## config.mk

```make
export PLATFORM = sky130hd
export DESIGN_NAME = load_wakeup_spec_ctrl
export DESIGN_NICKNAME = d
export VERILOG_FILES = /design/src/rtl/load_wakeup_spec_ctrl_pkg.sv /design/src/rtl/load_wakeup_spec_ctrl_hit_predictor.sv /design/src/rtl/load_wakeup_spec_ctrl.sv
export SDC_FILE = /design/constraint.sdc
export NUM_CORES = 1
export LEC_CHECK = 0
export CORE_UTILIZATION = 35
export CTS_CLUSTER_SIZE = 14
export DETAILED_ROUTE_END_ITERATION = 7
export GPL_ROUTABILITY_DRIVEN = 0
export GPL_TIMING_DRIVEN = 0
export SKIP_LAST_GASP = 1
export SLEW_MARGIN = 20
export SYNTH_ARGS = -nofsm -noshare
export SYNTH_HDL_FRONTEND = slang
export SYNTH_SLANG_ARGS = --single-unit
```

## constraint.sdc

```tcl
create_clock -name clk -period 3.03 [get_ports clk]
set_clock_uncertainty 0.15 [all_clocks]
set_input_delay 0.4545 -clock clk [delete_from_list [all_inputs] [get_ports clk]]
set_output_delay 0.4545 -clock clk [all_outputs]
set_load 0.01 [all_outputs]
```

## src/rtl/load_wakeup_spec_ctrl_pkg.sv

```systemverilog
// Shared types for the load speculative wake-up controller.
// ROB tags carry a wrap bit in the MSB for age comparison.
package load_wakeup_spec_ctrl_pkg;

  localparam int ROB_W        = 6;
  localparam int PREG_W       = 7;
  localparam int LOAD_LAT_DEF = 2;

  typedef struct packed {
    logic             valid;
    logic [ROB_W-1:0] rob_tag;
  } branch_flush_t;

  typedef struct packed {
    logic              valid;
    logic [ROB_W-1:0]  rob_tag;
    logic [PREG_W-1:0] pdst;
    logic              pred_hit;
  } load_spec_entry_t;

  typedef enum logic {
    LW_RUN   = 1'b0,
    LW_STALL = 1'b1
  } lw_state_e;

  // True when tag is younger than the mispredicted branch.
  function automatic logic IsBrROBKill(
    input branch_flush_t    f,
    input logic [ROB_W-1:0] tag
  );
    logic same_wrap;
    logic kill;
    same_wrap = (f.rob_tag[ROB_W-1] == tag[ROB_W-1]);
    if (same_wrap)
      kill = f.rob_tag[ROB_W-2:0] < tag[ROB_W-2:0];
    else
      kill = f.rob_tag[ROB_W-2:0] > tag[ROB_W-2:0];
    return f.valid && kill;
  endfunction

endpackage

```

## src/rtl/load_wakeup_spec_ctrl_hit_predictor.sv

```systemverilog
// Saturating hit/miss counter; MSB is the hit prediction.
// Resets to all ones (strongly predict hit).
module load_hit_predictor #(
  parameter int CNT_W = 2
) (
  input  logic clk,
  input  logic rst,
  input  logic upd_hit,
  input  logic upd_miss,
  output logic hit_predict
);

  localparam logic [CNT_W-1:0] CNT_MAX = '1;

  logic [CNT_W-1:0] cnt;

  always_ff @(posedge clk) begin
    if (rst)
      cnt <= CNT_MAX;
    else if (upd_hit && cnt != CNT_MAX)
      cnt <= cnt + 1'b1;
    else if (upd_miss && cnt != '0)
      cnt <= cnt - 1'b1;
  end

  assign hit_predict = cnt[CNT_W-1];

endmodule

```

## src/rtl/load_wakeup_spec_ctrl.sv

```systemverilog
// Speculative load wake-up: hit prediction, shadow pipe,
// resolve and miss-stall FSM driving the replay buffer.
module load_wakeup_spec_ctrl
  import load_wakeup_spec_ctrl_pkg::*;
#(
  parameter int LOAD_LAT = LOAD_LAT_DEF,
  parameter int CNT_W    = 2
) (
  input  logic              clk,
  input  logic              rst,
  input  branch_flush_t     recovery_flush_BCAST,
  input  logic              load_issue_valid,
  input  logic [ROB_W-1:0]  load_issue_rob_tag,
  input  logic [PREG_W-1:0] load_issue_pdst,
  input  logic              dcache_resp_valid,
  input  logic              dcache_resp_hit,
  input  logic [ROB_W-1:0]  dcache_resp_rob_tag,
  input  logic              refill_done,
  output logic              spec_wakeup_valid,
  output logic [PREG_W-1:0] spec_wakeup_pdst,
  output logic              real_wakeup_valid,
  output logic [PREG_W-1:0] real_wakeup_pdst,
  output logic              load_wake_up_predict_failed,
  output logic              load_wake_up_failed_stall,
  output logic              load_depend_replay,
  output logic              hit_predict
);

  load_spec_entry_t  sh_q [LOAD_LAT];
  load_spec_entry_t  sh_d [LOAD_LAT];
  load_spec_entry_t  tail;
  load_spec_entry_t  new_e;

  lw_state_e         state_q;
  lw_state_e         state_d;
  logic [ROB_W-1:0]  lat_tag_q;
  logic [ROB_W-1:0]  lat_tag_d;
  logic [PREG_W-1:0] lat_pdst_q;
  logic [PREG_W-1:0] lat_pdst_d;
  logic              lat_pred_q;
  logic              lat_pred_d;

  logic              tail_live;
  logic              resp_hit;
  logic              res_hit;
  logic              res_miss;

  logic              spec_v_d;
  logic [PREG_W-1:0] spec_pdst_d;
  logic              real_v_d;
  logic [PREG_W-1:0] real_pdst_d;
  logic              pf_d;
  logic              rep_d;

  load_hit_predictor #(
    .CNT_W(CNT_W)
  ) u_pred (
    .clk        (clk),
    .rst        (rst),
    .upd_hit    (res_hit),
    .upd_miss   (res_miss),
    .hit_predict(hit_predict)
  );

  // A flushed tail never resolves, so it never trains the counter.
  always_comb begin
    tail      = sh_q[LOAD_LAT-1];
    tail_live = tail.valid
             && !IsBrROBKill(recovery_flush_BCAST, tail.rob_tag);
    resp_hit  = dcache_resp_valid && dcache_resp_hit
             && (dcache_resp_rob_tag == tail.rob_tag);
    res_hit   = tail_live && resp_hit;
    res_miss  = tail_live && !resp_hit;
  end

  always_comb begin
    new_e.valid    = load_issue_valid
                  && (state_q == LW_RUN)
                  && !res_miss
                  && !IsBrROBKill(recovery_flush_BCAST,
                                  load_issue_rob_tag);
    new_e.rob_tag  = load_issue_rob_tag;
    new_e.pdst     = load_issue_pdst;
    new_e.pred_hit = hit_predict;

    sh_d[0] = new_e;
    for (int i = 1; i < LOAD_LAT; i++) begin
      sh_d[i] = sh_q[i-1];
      if (res_miss
          || IsBrROBKill(recovery_flush_BCAST, sh_q[i-1].rob_tag))
        sh_d[i].valid = 1'b0;
    end

    spec_v_d    = new_e.valid && hit_predict;
    spec_pdst_d = spec_v_d ? load_issue_pdst : '0;
  end

  always_comb begin
    state_d     = state_q;
    lat_tag_d   = lat_tag_q;
    lat_pdst_d  = lat_pdst_q;
    lat_pred_d  = lat_pred_q;
    real_v_d    = 1'b0;
    real_pdst_d = '0;
    pf_d        = 1'b0;
    rep_d       = 1'b0;
    unique case (state_q)
      LW_RUN: begin
        if (res_hit && !tail.pred_hit) begin
          real_v_d    = 1'b1;
          real_pdst_d = tail.pdst;
        end
        if (res_miss) begin
          state_d    = LW_STALL;
          lat_tag_d  = tail.rob_tag;
          lat_pdst_d = tail.pdst;
          lat_pred_d = tail.pred_hit;
          pf_d       = tail.pred_hit;
        end
      end
      LW_STALL: begin
        if (IsBrROBKill(recovery_flush_BCAST, lat_tag_q)) begin
          state_d = LW_RUN;
        end else if (refill_done) begin
          state_d     = LW_RUN;
          real_v_d    = 1'b1;
          real_pdst_d = lat_pdst_q;
          rep_d       = lat_pred_q;
        end
      end
      default: state_d = LW_RUN;
    endcase
  end

  always_ff @(posedge clk) begin
    if (rst) begin
      state_q                     <= LW_RUN;
      lat_tag_q                   <= '0;
      lat_pdst_q                  <= '0;
      lat_pred_q                  <= 1'b0;
      for (int i = 0; i < LOAD_LAT; i++)
        sh_q[i]                   <= '0;
      spec_wakeup_valid           <= 1'b0;
      spec_wakeup_pdst            <= '0;
      real_wakeup_valid           <= 1'b0;
      real_wakeup_pdst            <= '0;
      load_wake_up_predict_failed <= 1'b0;
      load_wake_up_failed_stall   <= 1'b0;
      load_depend_replay          <= 1'b0;
    end else begin
      state_q                     <= state_d;
      lat_tag_q                   <= lat_tag_d;
      lat_pdst_q                  <= lat_pdst_d;
      lat_pred_q                  <= lat_pred_d;
      for (int i = 0; i < LOAD_LAT; i++)
        sh_q[i]                   <= sh_d[i];
      spec_wakeup_valid           <= spec_v_d;
      spec_wakeup_pdst            <= spec_pdst_d;
      real_wakeup_valid           <= real_v_d;
      real_wakeup_pdst            <= real_pdst_d;
      load_wake_up_predict_failed <= pf_d;
      load_wake_up_failed_stall   <= (state_d == LW_STALL);
      load_depend_replay          <= rep_d;
    end
  end

  // Issue queue must hold loads while a miss is outstanding.
  a_no_issue_in_stall: assert property (
    @(posedge clk) disable iff (rst)
    !(load_issue_valid && state_q == LW_STALL)
  );

endmodule
```

==> flow_summary_export.csv, run 1 <==
group,metric,value,unit
sta,period_needed,2.892,ns
layout,finalNetCount,387,
power_and_ir_drop,p_seq_share,45.4,%
critical_path,worst_ep_required_time,3.14,ns
synthesis,syn_inst,271,
critical_path,rr_startpoint,"sh_q[0][27]$_SDFF_PP0_",
critical_path,cp_max_fo,9,
clock_tree,clk_path_buf_depth,2,
layout,synthToLayoutAreaGrowth,33.24,%
synthesis,syn_area,2725,µm²
clock_tree,cts_tree,"done",
sta,period_share,95.46,%
clock_tree,clock_latency,0.34,ns
global_route,grt_pass1_wl,9370,µm
sta,setup_slack,0.1375,ns
critical_path,r2r-end,"spec_wakeup_pdst[2]$_SDFF_PP0_",
sta,hold_slack,0.2730,ns
layout,fillCellCount,696,
power_and_ir_drop,peakVddDrop,0.3146,mV
layout,antenna_cells,0,
clock_tree,cts_sinks,65,
placed_design,pre_cts_ws,-0.6733,ns
synthesis,ys.flop_type,"dfxtp_1",
power_and_ir_drop,internal-power,1.551,mW
detailed_routing,routed_wl,5617,µm
sta,rsz0062_at_grt,"false",
floorplan,start_util,36.78,%
global_route,grt_max_degree,11,
critical_path,crit_arrival,3.00,ns
global_route,grtUsageTotal,14.96,%
placed_design,io_buffers,50,
critical_path,r2r_slack,0.39,ns
detailed_routing,drt_iter0_markers,85,
sta,setup_viol,0,
critical_path,crit_type,"input port to flop",
power_and_ir_drop,switching_share,21.53,%
critical_path,end_kind,"flop",
worst_hold_path,hp-start,"sh_q[0][14]$_SDFF_PP0_",
synthesis,syn-num-nets,323,
global_route,first_global_vias,1976,
sta,hold_viol,0,
clock_tree,hold_buffers,0,
floorplan,coreArea,7408,µm²
sta,worstMarginPinSlew,0.9221,ns
synthesis,ys_seq_elements,65,
synthesis,avgSynthCellArea,10.06,µm²
synthesis,yosys_warnings,0,
clock_tree,cts_made_buffers,9,
critical_path,worst_r2r_path_depth,9,
synthesis,netlist_top_cells_area,"dfxtp_1 (48%), ha_1 (9.2%), mux2i_1 (5.9%)",
power_and_ir_drop,p_sw,0.4254,mW
floorplan,die_area,8143,µm²
floorplan,io_pins,52,
global_route,grt_antenna_before_repair,0,
power_and_ir_drop,power_leakage,1.500,nW
synthesis,synth_most_common_cell,"dfxtp_1",
power_and_ir_drop,p_comb_share,10.6,%
sta,maxSlewViolCount,0,
placed_design,hpwl,4144,µm
floorplan,rows,31,
sta,relSlewSlack,38.01,%
synthesis,synth_edf_count,0,
worst_hold_path,whs_path_depth,2,
power_and_ir_drop,power_density,544.2,nW/µm²
detailed_routing,via_per_inst,4.545,
floorplan,die_width,90.24,µm
power_and_ir_drop,clock_power_share,44.0,%
synthesis,yosysSeqAreaShare,47.75,%
clock_tree,clockRootBuffer,"clkbuf_8",
clock_tree,htree_levels,3,
detailed_routing,drc,0,
critical_path,crit_path_start_kind,"input port",
synthesis,synth_top_area_share,47.75,%
detailed_routing,drt_first_pass_iters,4,
run_status,status,"completed",
detailed_routing,antenna_left,0,
layout,drive_gt1_share,11.24,%
synthesis,yosysTopAreaCell,"dfxtp_1",
job,cap_violations,0,
worst_hold_path,min_to,"sh_q[0][29]$_SDFF_PP0_",
global_route,overflow,0,
detailed_routing,post_drt_wl_per_cell,12.85,µm
clock_tree,path_clk_slew,0.06,ns
synthesis,ys_async_sr_fraction,0,%
worst_hold_path,hold_path_class,"flop to flop",
sta,fmax,345.7,MHz
floorplan,die_h,90.24,µm
synthesis,yosysUniqueCellTypes,44,
synthesis,synthTopCellsByCount,"dfxtp_1 (65), nor2_1 (38), inv_1 (31)",
detailed_routing,vias,1986,
==> stage by stage <==
stage                     power (mW)  area (µm²)  utilization, %  std cells  setup TNS, ns
after floorplan                1.031        2725               -        271              0
after global placement         1.116        3349           45.21        420         -13.93
after detailed placement       1.120        3356           45.30        420         -14.18
after CTS                      1.990        3612           48.76        435              0
after global routing           2.068        3631           49.01        437              0
final                          1.976        3631           49.01        437              0
==> logic make-up (layout without fill, tap and decap cells) <==
kind of cell | Yosys count | count (layout) | synth area share (%)
mux | 16 | 16 | 5.877
flops | 65 | 65 | 47.75
simple gates | 86 | 86 | 18.27
compound gates | 33 | 33 | 9.413
xor+xnor | 11 | 11 | 3.535
buf+inv | 40 | 107 | 5.969
fa+ha+maj | 20 | 20 | 9.183
==> layer usage <==
metal  wire length [µm]  GRT usage, %  vias to the layer above  share of wire (%)
li1                   -             -                     1026                  -
met1               2824         19.67                      909                 50
met2               2439         21.88                       42                 43
met3                245         4.738                        9                4.4
met4                107         7.661                        0                1.9
met5                  0             0                        -                  0
==> state kept, by name, summed over array words and instances (netlist names), 2 cells and up <==
register / cells
spec_wakeup_pdst: 7
u_pred.cnt: 2
real_wakeup_pdst: 7
lat_tag_q: 6
sh_q: 30
lat_pdst_q: 7
==> worst max-delay path by stage <==
stage / from / to / cells after the start
floorplan: recovery_flush_BCAST[4] / lat_tag_q[1]$_SDFFE_PP0P_ / 8
CTS: recovery_flush_BCAST[4] / spec_wakeup_pdst[5]$_SDFF_PP0_ / 9
global placement: recovery_flush_BCAST[4] / lat_tag_q[0]$_SDFFE_PP0P_ / 9
global route: recovery_flush_BCAST[4] / spec_wakeup_pdst[1]$_SDFF_PP0_ / 9
finish: recovery_flush_BCAST[4] / spec_wakeup_pdst[2]$_SDFF_PP0_ / 9
detailed placement: recovery_flush_BCAST[4] / lat_tag_q[0]$_SDFFE_PP0P_ / 9
==> critical path: stages <==
cell and delay, ns:
clkdlybuf4s50_1 0.50, ha_1 0.38, nand4_1 0.15, o21ai_0 0.15, o41ai_4 0.43, nor3_2 0.11
or4b_1 0.55, buf_6 0.17, nor3_2 0.09
==> what timing repair did <==
action	CTS	global route
hold endpoints to repair	0	0
setup endpoints to repair	20	17
pin swaps	1	1
gates resized for setup	2	2
setup buffers	1	2
==> cells in the final DEF, fill, tap and decap left out, types with 6 or more instances in the layout <==
master and count:
ha_1 20, nor2b_1 15, xor2_1 10, nor3_2 7, inv_1 31, clkdlybuf4s50_1 50
clkbuf_8 10, nand2_1 7, nor2_1 38, mux2i_1 15, dfxtp_1 65, a22o_1 7
a21oi_1 6
==> cell type report <==
cell class,instances,area (µm²),area share [%]
Sequential cell,65,1301,35.84
Clock buffer,11,141.4,3.894
Timing Repair Buffer,53,523.0,14.40
Clock inverter,3,90.09,2.481
Inverter,31,116.4,3.205
Buffer,9,46.29,1.275
Tap cell,99,123.9,3.411
Multi-Input combinational cell,166,1289,35.49
==> power groups by stage <==
stage / clock [mW] / combinational, mW / sequential [mW]
finish: 0.869 / 0.210 / 0.897
global route: 0.933 / 0.235 / 0.899
CTS: 0.885 / 0.208 / 0.897
detailed placement: 0 / 0.204 / 0.916
global placement: 0 / 0.201 / 0.915
floorplan: 0 / 0.115 / 0.915
No activity file was read; power rests on OpenSTA's default activity.
==> run 2, diff against run 1 <==
--- a/config.mk
+++ b/config.mk
@@ -5,11 +5,12 @@
 export SDC_FILE = /design/constraint.sdc
 export NUM_CORES = 1
 export LEC_CHECK = 0
-export CORE_UTILIZATION = 35
+export CORE_UTILIZATION = 50
 export CTS_CLUSTER_SIZE = 14
 export DETAILED_ROUTE_END_ITERATION = 7
 export GPL_ROUTABILITY_DRIVEN = 0
 export GPL_TIMING_DRIVEN = 0
+export PLACE_DENSITY = 0.77
 export SKIP_LAST_GASP = 1
 export SLEW_MARGIN = 20
 export SYNTH_ARGS = -nofsm -noshare
==> constraint.sdc (replaced) <==
create_clock -name clk -period 3.3 [get_ports clk]
set_clock_uncertainty 0.15 [all_clocks]
set_input_delay 0.495 -clock clk [delete_from_list [all_inputs] [get_ports clk]]
set_output_delay 0.495 -clock clk [all_outputs]
set_load 0.01 [all_outputs]
==> run 2 against run 1 <==
Setup slack is essentially flat; global-route usage is 5.1 points higher; critical path depth shrank 1; critical path type unchanged; largest power group unchanged; highest routed layer unchanged.
==> flow_summary_export.csv, run 2 (synthesized netlist as in run 1, its figures left out) <==
group,metric,value,unit
layout,largest-register,"sh_q",
critical_path,slowest_delay,0.72,ns
detailed_routing,drt_iter0_markers,77,
sta,period_share,95.85,%
layout,synthToLayoutAreaGrowth,29.25,%
layout,fin_area,3522,µm²
sta,fmax,316.2,MHz
clock_tree,htree_levels,3,
global_route,grtUsageTotal,20.10,%
global_route,first_global_vias,1818,
clock_tree,path_clk_slew,0.07,ns
placed_design,dp_cells,391,
clock_tree,ctsResizeCount,0,
clock_tree,clockRootBuffer,"clkbuf_8",
detailed_routing,drt_first_pass_iters,4,
critical_path,worst_ep_required_time,3.43,ns
detailed_routing,post_drt_wl_per_cell,12.66,µm
detailed_routing,antenna_left,0,
critical_path,cp_top_family,"simple AND/OR/NAND/NOR gates",
critical_path,worstPathCellList,"clkdlybuf4s50_1 -> ha_1 -> nand4_1 -> o21ai_0 -> mux2i_1 -> or2_2 -> nor4b_2 -> a22o_1",
sta,hold_viol,0,
layout,finalNetCount,384,
critical_path,crit_path_start_kind,"input port",
sta,setup_slack,0.1371,ns
floorplan,start_util,52.69,%
placed_design,io_buffers,50,
detailed_routing,drc,0,
critical_path,crit_arrival,3.30,ns
layout,final_cell_mix,"dfxtp_1 (65), clkdlybuf4s50_1 (50), nor2_1 (38), inv_1 (31), ha_1 (20)",
critical_path,end_kind,"flop",
global_route,grt_max_degree,13,
clock_tree,cts_made_buffers,9,
sta,rsz0062_at_grt,"true",
job,cap_violations,0,
floorplan,io_pins,52,
global_route,grt_antenna_before_repair,0,
power_and_ir_drop,total_power,1.666,mW
layout,utilization,68.09,%
layout,final_common_cell,"dfxtp_1",
sta,maxSlewViolCount,0,
sta,period_needed,3.163,ns
placed_design,hpwl,3848,µm
detailed_routing,vias,1960,
layout,largest_reg_flops,30,
worst_hold_path,hold_path_class,"flop to flop",
floorplan,die_h,75.83,µm
power_and_ir_drop,power_density,473.1,nW/µm²
global_route,overflow,0,
critical_path,cp_max_fo,8,
floorplan,rows,26,
layout,final_cell_count_no_fill,407,
clock_tree,clk_path_buf_depth,2,
sta,tns,0,ns
layout,drive_gt1_share,10.98,%
sta,relSlewSlack,42.04,%
clock_tree,hold_buffers,0,
layout,antenna_cells,0,
clock_tree,postCtsSetupBuffers,0,
clock_tree,cts_tree,"done",
floorplan,die_width,75.83,µm
clock_tree,clock_latency,0.34,ns
detailed_routing,via_per_inst,4.816,
clock_tree,cts_sinks,65,
critical_path,crit_type,"input port to flop",
sta,worstMarginPinSlew,0.8623,ns
floorplan,coreArea,5172,µm²
run_status,status,"completed",
layout,multi_input_area,1276,µm²
power_and_ir_drop,power_leakage,1.465,nW
placed_design,post_dp_cell_area,3319,µm²
power_and_ir_drop,peakVddDrop,0.3010,mV
global_route,grt_pass1_wl,8231,µm
layout,fillCellCount,422,
critical_path,critPathSlowestCell,"nor4b_2",
placed_design,pre_cts_ws,-0.3422,ns
layout,seqCellArea,1301,µm²
sta,setup_viol,0,
floorplan,die_area,5749,µm²
critical_path,crit_buf_inv,1,
detailed_routing,routed_wl,5151,µm
sta,hold_slack,0.2755,ns
## run 2: where the power goes
| group | total (mW) | internal (mW) | switching [mW] | leakage [nW] |
|---|---|---|---|---|
| combinational | 0.188 | 0.0955 | 0.0924 | 0.834 |
| sequential | 0.823 | 0.810 | 0.0127 | 0.531 |
| clock | 0.655 | 0.348 | 0.307 | 0.0994 |
| total | 1.67 | 1.25 | 0.412 | 1.46 |
## run 2: layout make-up
cell class	count	share of cell area [%]
sequential	65	36.94
multi-input combinational	166	36.23
timing repair buffer	50	14.21
clock buffer	9	3.517
inverter	31	3.304
tap	70	2.487
clock inverter	7	1.989
buffer	9	1.314
## run 2: worst paths after layout
path	slack (ns)	from	to	cells after the start
setup / recovery	0.14	recovery_flush_BCAST[4]	real_wakeup_pdst[6]$_SDFF_PP0_	8
hold / removal	0.28	sh_q[0][14]$_SDFF_PP0_	sh_q[0][29]$_SDFF_PP0_	2
setup reg to reg	0.43	sh_q[0][27]$_SDFF_PP0_	real_wakeup_pdst[6]$_SDFF_PP0_	8
hold reg to reg	0.28	sh_q[0][14]$_SDFF_PP0_	sh_q[0][29]$_SDFF_PP0_	2
## run 2: worst min-delay path, stage by stage, from the launching register on
cell	delay [ns]
dfxtp_1	0.30
inv_1	0.04
a2111oi_0	0.05
## run 2: routing by layer
| layer | up-vias | GRT usage, % | wire, µm |
|---|---|---|---|
| li1 | 1023 | - | - |
| met1 | 884 | 27.41 | 2598 |
| met2 | 48 | 29.11 | 2218 |
| met3 | 5 | 6.614 | 273 |
| met4 | 0 | 8.436 | 59 |
| met5 | - | 0 | 0 |
